--- config.mk ---
export PLATFORM = sky130hd
export DESIGN_NAME = bus_arbiter
export DESIGN_NICKNAME = d
export VERILOG_FILES = /design/src/rtl/bus_pkg.sv /design/src/rtl/mux2_8bits.sv /design/src/rtl/bus_arbiter.sv
export SDC_FILE = /design/constraint.sdc
export NUM_CORES = 1
export LEC_CHECK = 0
export ABC_CLOCK_PERIOD_IN_PS = 1400
export CAP_MARGIN = 20
export CORE_MARGIN = 2
export CORE_UTILIZATION = 33
export DETAILED_ROUTE_END_ITERATION = 6
export GPL_TIMING_DRIVEN = 0
export HOLD_SLACK_MARGIN = 0.1
export PLACE_DENSITY = 0.73
export RECOVER_POWER = 100
export SLEW_MARGIN = 25
export SYNTH_ARGS = -nofsm -noshare
export SYNTH_HDL_FRONTEND = slang
export SYNTH_SLANG_ARGS = --single-unit
--- constraint.sdc ---
create_clock -name clk -period 1.4 [get_ports clk]
set_input_delay 0.28 -clock clk [delete_from_list [all_inputs] [get_ports clk]]
set_output_delay 0.28 -clock clk [all_outputs]
set_load 0.05 [all_outputs]
--- src/rtl/bus_pkg.sv ---
// Shared definitions for the two-master simpleBUS arbiter: data width,
// default burst limit and the arbiter state encoding.
package bus_pkg;

    localparam int BUS_W         = 8;
    localparam int MAX_BURST_DEF = 4;

    typedef logic [1:0] state_t;

    localparam state_t IDLE = 2'd0;
    localparam state_t OWN0 = 2'd1;
    localparam state_t OWN1 = 2'd2;

    // Terminal value of the 4-bit burst counter for a given burst length.
    function automatic logic [3:0] burst_limit(input int max_burst);
        return 4'(max_burst - 1);
    endfunction

endpackage

--- src/rtl/mux2_8bits.sv ---
// Two-input, bus-width data multiplexer: y = s ? b : a.
module mux2_8bits
    import bus_pkg::*;
(
    input  logic [BUS_W-1:0] a,
    input  logic [BUS_W-1:0] b,
    input  logic             s,
    output logic [BUS_W-1:0] y
);

    assign y = s ? b : a;

endmodule

--- src/rtl/bus_arbiter.sv ---
// Two-master arbiter for the shared 8-bit simpleBUS.
// Owner selection with a burst limit so a contended owner cannot hold the
// bus forever; the registered select steers mux2_8bits onto bus_data.
// Optional feature macro: BUS_ARB_RR_EN
//   defined     -> round-robin tie-break in IDLE (the master that did not
//                  own the bus last wins)
//   not defined -> fixed priority, M0 wins every IDLE tie
// Burst-limit preemption is active in both builds.
module bus_arbiter
    import bus_pkg::*;
#(
    parameter int MAX_BURST = MAX_BURST_DEF
) (
    input  logic             clk,
    input  logic             reset,
    input  logic             req0,
    input  logic             req1,
    input  logic [BUS_W-1:0] d0,
    input  logic [BUS_W-1:0] d1,
    output logic             grant0,
    output logic             grant1,
    output logic             sel,
    output logic [BUS_W-1:0] bus_data,
    output logic             bus_valid
);

    localparam logic [3:0] LIMIT = burst_limit(MAX_BURST);

    state_t     state;
    state_t     state_next;
    logic [3:0] burst_cnt;
    logic       at_limit;
    logic       tie_to_m1;

    assign at_limit = (burst_cnt == LIMIT);

`ifdef BUS_ARB_RR_EN
    logic last;

    assign tie_to_m1 = ~last;

    // Round-robin pointer: remembers which master was granted most recently.
    always_ff @(posedge clk) begin
        if (reset) begin
            last <= 1'b1;
        end else if (state_next == OWN0 && state != OWN0) begin
            last <= 1'b0;
        end else if (state_next == OWN1 && state != OWN1) begin
            last <= 1'b1;
        end
    end
`else
    assign tie_to_m1 = 1'b0;
`endif

    // Next owner: request arbitration in IDLE, handoff/release/preemption when owned.
    always_comb begin
        state_next = state;
        case (state)
            IDLE: begin
                if (req0 && req1) begin
                    state_next = tie_to_m1 ? OWN1 : OWN0;
                end else if (req0) begin
                    state_next = OWN0;
                end else if (req1) begin
                    state_next = OWN1;
                end
            end
            OWN0: begin
                if (!req0) begin
                    state_next = req1 ? OWN1 : IDLE;
                end else if (req1 && at_limit) begin
                    state_next = OWN1;
                end
            end
            OWN1: begin
                if (!req1) begin
                    state_next = req0 ? OWN0 : IDLE;
                end else if (req0 && at_limit) begin
                    state_next = OWN0;
                end
            end
            default: state_next = IDLE;
        endcase
    end

    // State, registered grants/select and the saturating burst counter.
    always_ff @(posedge clk) begin
        if (reset) begin
            state     <= IDLE;
            grant0    <= 1'b0;
            grant1    <= 1'b0;
            sel       <= 1'b0;
            burst_cnt <= 4'd0;
        end else begin
            state  <= state_next;
            grant0 <= (state_next == OWN0);
            grant1 <= (state_next == OWN1);
            if (state_next == OWN0) begin
                sel <= 1'b0;
            end else if (state_next == OWN1) begin
                sel <= 1'b1;
            end
            if (state_next != state) begin
                burst_cnt <= 4'd0;
            end else if (state != IDLE && !at_limit) begin
                burst_cnt <= burst_cnt + 4'd1;
            end
        end
    end

    assign bus_valid = (grant0 & req0) | (grant1 & req1);

    mux2_8bits u_mux (
        .a (d0),
        .b (d1),
        .s (sel),
        .y (bus_data)
    );

endmodule

==> flow_metrics.py <==
metrics = {
    "synth": {
        "seq_area_frac_synth_pct": 30.9,
        "yosys_warnings": 0,
        "async_flop_share_pct": 0,
        "synth_fp_nets": 83,
        "ys_ff_latch": 9,
        "synth.lib_cells_used.distinct": 30,
        "synth.avg_cell_area_um2": 9.40,
        "synth_area_um2": 583,
        "syn_inst": 62,
        "synth_edf_count": 0,
        "yosys_most_used_dff": "dfxtp_1",
    },
    "global_routing": {
        "use_met3_pct": 5.56,
        "grt_pass1_wl_um": 2280,
        "top_usage_layer": "met2",
        "grt_max_degree": 11,
        "grt_pass1_vias": 536,
        "grt_use_total_pct": 15.5,
        "antenna_found_initial": 0,
        "gr-total-overflow": 0,
        "grtUsageMet2_pct": 24.4,
        "grt_use_met1_pct": 17.3,
    },
    "timing": {
        "fin_crit_sh_pct": 108,
        "drv_slew": 0,
        "worst_slack_ns": -0.115,
        "rsz0062_at_grt": "yes",
        "holdWs_ns": 0.333,
        "clock.fmax_mhz": 660,
        "period_needed_ns": 1.51,
        "tightest_slew_ns": 0.499,
        "slew_headroom_pct": 66.8,
        "tns_ns": -0.874,
        "clock_skew_ns": 0.00388,
        "hold_viol": 0,
        "setup_viol": 9,
    },
    "clock_network": {
        "clk_pin_slew_ns": 0.06,
        "cts.path.max_buffers": 2,
        "clock_sinks": 9,
        "cts_tree": "yes",
        "cts-root-buf": "clkbuf_4",
        "hold_buffers": 0,
        "clk_latency_ns": 0.26,
        "h-tree-depth": 1,
        "numCtsBuffers": 3,
    },
    "floorplanning": {
        "dieArea_um2": 2120,
        "core_um2": 1690,
        "die_h_um": 46.0,
        "ios": 32,
        "start_util_pct": 34.5,
        "die_x_um": 46.0,
        "placementRows": 15,
    },
    "status": {
        "status": "complete, but fails checks",
        "violations": "setup timing",
    },
    "detailed_routing": {
        "wire_per_inst_um": 13.6,
        "postRouteAntennaNets": 0,
        "first_pass_iters": 4,
        "drcViolationCount": 0,
        "vias": 639,
        "routed_wirelength_um": 1620,
        "vias_per_cell": 5.37,
        "drtIter0Drc": 7,
    },
    "critical_path": {
        "critical_path_class": "flop to output port",
        "worstPathMaxFanout": 5,
        "crit_arrival_ns": 1.23,
        "setup.worst_path.end_class": "output port",
        "start_kind": "flop",
        "required_ns": 1.12,
        "reg2reg_slack_ns": 0.02,
    },
    "finish": {
        "fin_cells": 119,
        "fillers": 138,
        "antenna_cells": 0,
        "area_growth_pct": 86.1,
        "final_nets": 124,
        "drive_gt1_share_pct": 43.1,
        "fin_util_pct": 64.2,
        "fin_area_um2": 1080,
    },
    "placed_design": {
        "dp_cells": 108,
        "numPortBuffers": 29,
        "routabilityCongestion": 0.805,
        "post-dp-hpwl_um": 1130,
        "dpl-instance-area_um2": 911,
    },
    "power_and_ir_drop": {
        "leakage_nw": 0.455,
        "power_density_nw_per_um2": 722,
        "peakVddDrop_mv": 0.579,
    },
    "job": {
        "max_cap_violations": 0,
    },
    "worst_hold_path": {
        "hold_class": "primary input to flop",
    },
}
[layout make-up]
cell class	count	area (um^2)	share of cell area (%)
multi-input cells	46	429	39.6
well taps	17	21.3	1.96
inverters	2	7.51	0.692
repair buffers	36	369	34.0
flip-flops and latches	9	186	17.2
clock buffers	4	26.3	2.42
plain buffers	5	45.0	4.15
[cells in the final DEF (no fill, tap or decap), types with 2 or more instances in the layout]
| cell | Yosys | routed |
|---|---|---|
| dfxtp_2 | 0 | 2 |
| buf_2 | 4 | 4 |
| nand2_1 | 3 | 3 |
| clkdlybuf4s50_1 | 0 | 17 |
| inv_1 | 2 | 2 |
| a21oi_1 | 5 | 4 |
| o21ai_0 | 2 | 2 |
| nor2_1 | 5 | 4 |
| mux2_4 | 0 | 8 |
| and4_1 | 2 | 2 |
| o211a_1 | 2 | 2 |
| clkbuf_4 | 0 | 3 |
| buf_8 | 0 | 7 |
| dfxtp_1 | 9 | 6 |
| clkbuf_2 | 0 | 3 |
| buf_4 | 0 | 6 |
[what timing repair did]
item                                    in CTS  in global routing
buffers inserted                             4                  2
gates cloned                                 1                  0
pin swaps                                    4                  1
endpoints found under the setup margin      21                 20
resized for setup                           86                  5
[sequential cells by signal, indices dropped and copies added, names as in the netlist]
| register | flops |
|---|---|
| grant1 | 1 |
| state | 2 |
| burst_cnt | 4 |
| grant0 | 1 |
| sel | 1 |
[final timing paths]
check,start,endpoint,depth (start not counted)
worst min register to register,burst_cnt[1],burst_cnt[1],2
worst max register to register,burst_cnt[0],burst_cnt[1],6
worst min-delay path,req0,sel,2
worst max-delay path,sel,bus_data[3],3
[worst max-delay path: stages (launching register included)]
cell	delay, ns
dfxtp_4	0.35
clkbuf_16	0.15
mux2_4	0.31
buf_8	0.15
[where the power goes]
group | internal (mW) | switching (mW) | total (mW)
sequential | 0.265 | 0.00670 | 0.271
clock | 0.110 | 0.0921 | 0.202
combinational | 0.154 | 0.156 | 0.310
total | 0.529 | 0.255 | 0.784
[Yosys cell counts (all sizes together), types with 2 or more instances]
master	count	share of area, %
dfxtp	9	31
mux2	8	15
a21oi	5	4.3
nor2	5	3.2
buf	4	3.4
nand2	3	1.9
o21ai	3	2.6
and4	2	3.0
inv	2	1.3
nor3b	2	4.5
o211a	2	3.4
[through the flow]
| stage | setup WS (ns) | power, mW |
|---|---|---|
| after floorplan | 0.00205 | 0.438 |
| after global placement | -0.541 | 0.536 |
| after detailed placement | -0.569 | 0.540 |
| after CTS | -0.114 | 0.785 |
| after global routing | -0.145 | 0.822 |
| final | -0.115 | 0.784 |
[routing by layer]
metal | vias up | routed length [um] | part of all wire [%]
li1 | 313 | - | -
met1 | 295 | 646 | 40
met2 | 28 | 766 | 47
met3 | 3 | 188 | 12
met4 | 0 | 23 | 1.4
met5 | - | 0 | 0
[logic make-up after synthesis]
family	count (synthesis)	share of synthesized area, %
compound gates	18	24.2
flops	9	30.9
buf+inv	7	5.36
mux	8	15.5
simple gates	17	18.9
fa+ha+maj	1	2.15
xor+xnor	2	3.00
Power figures use the tool's default switching activity.
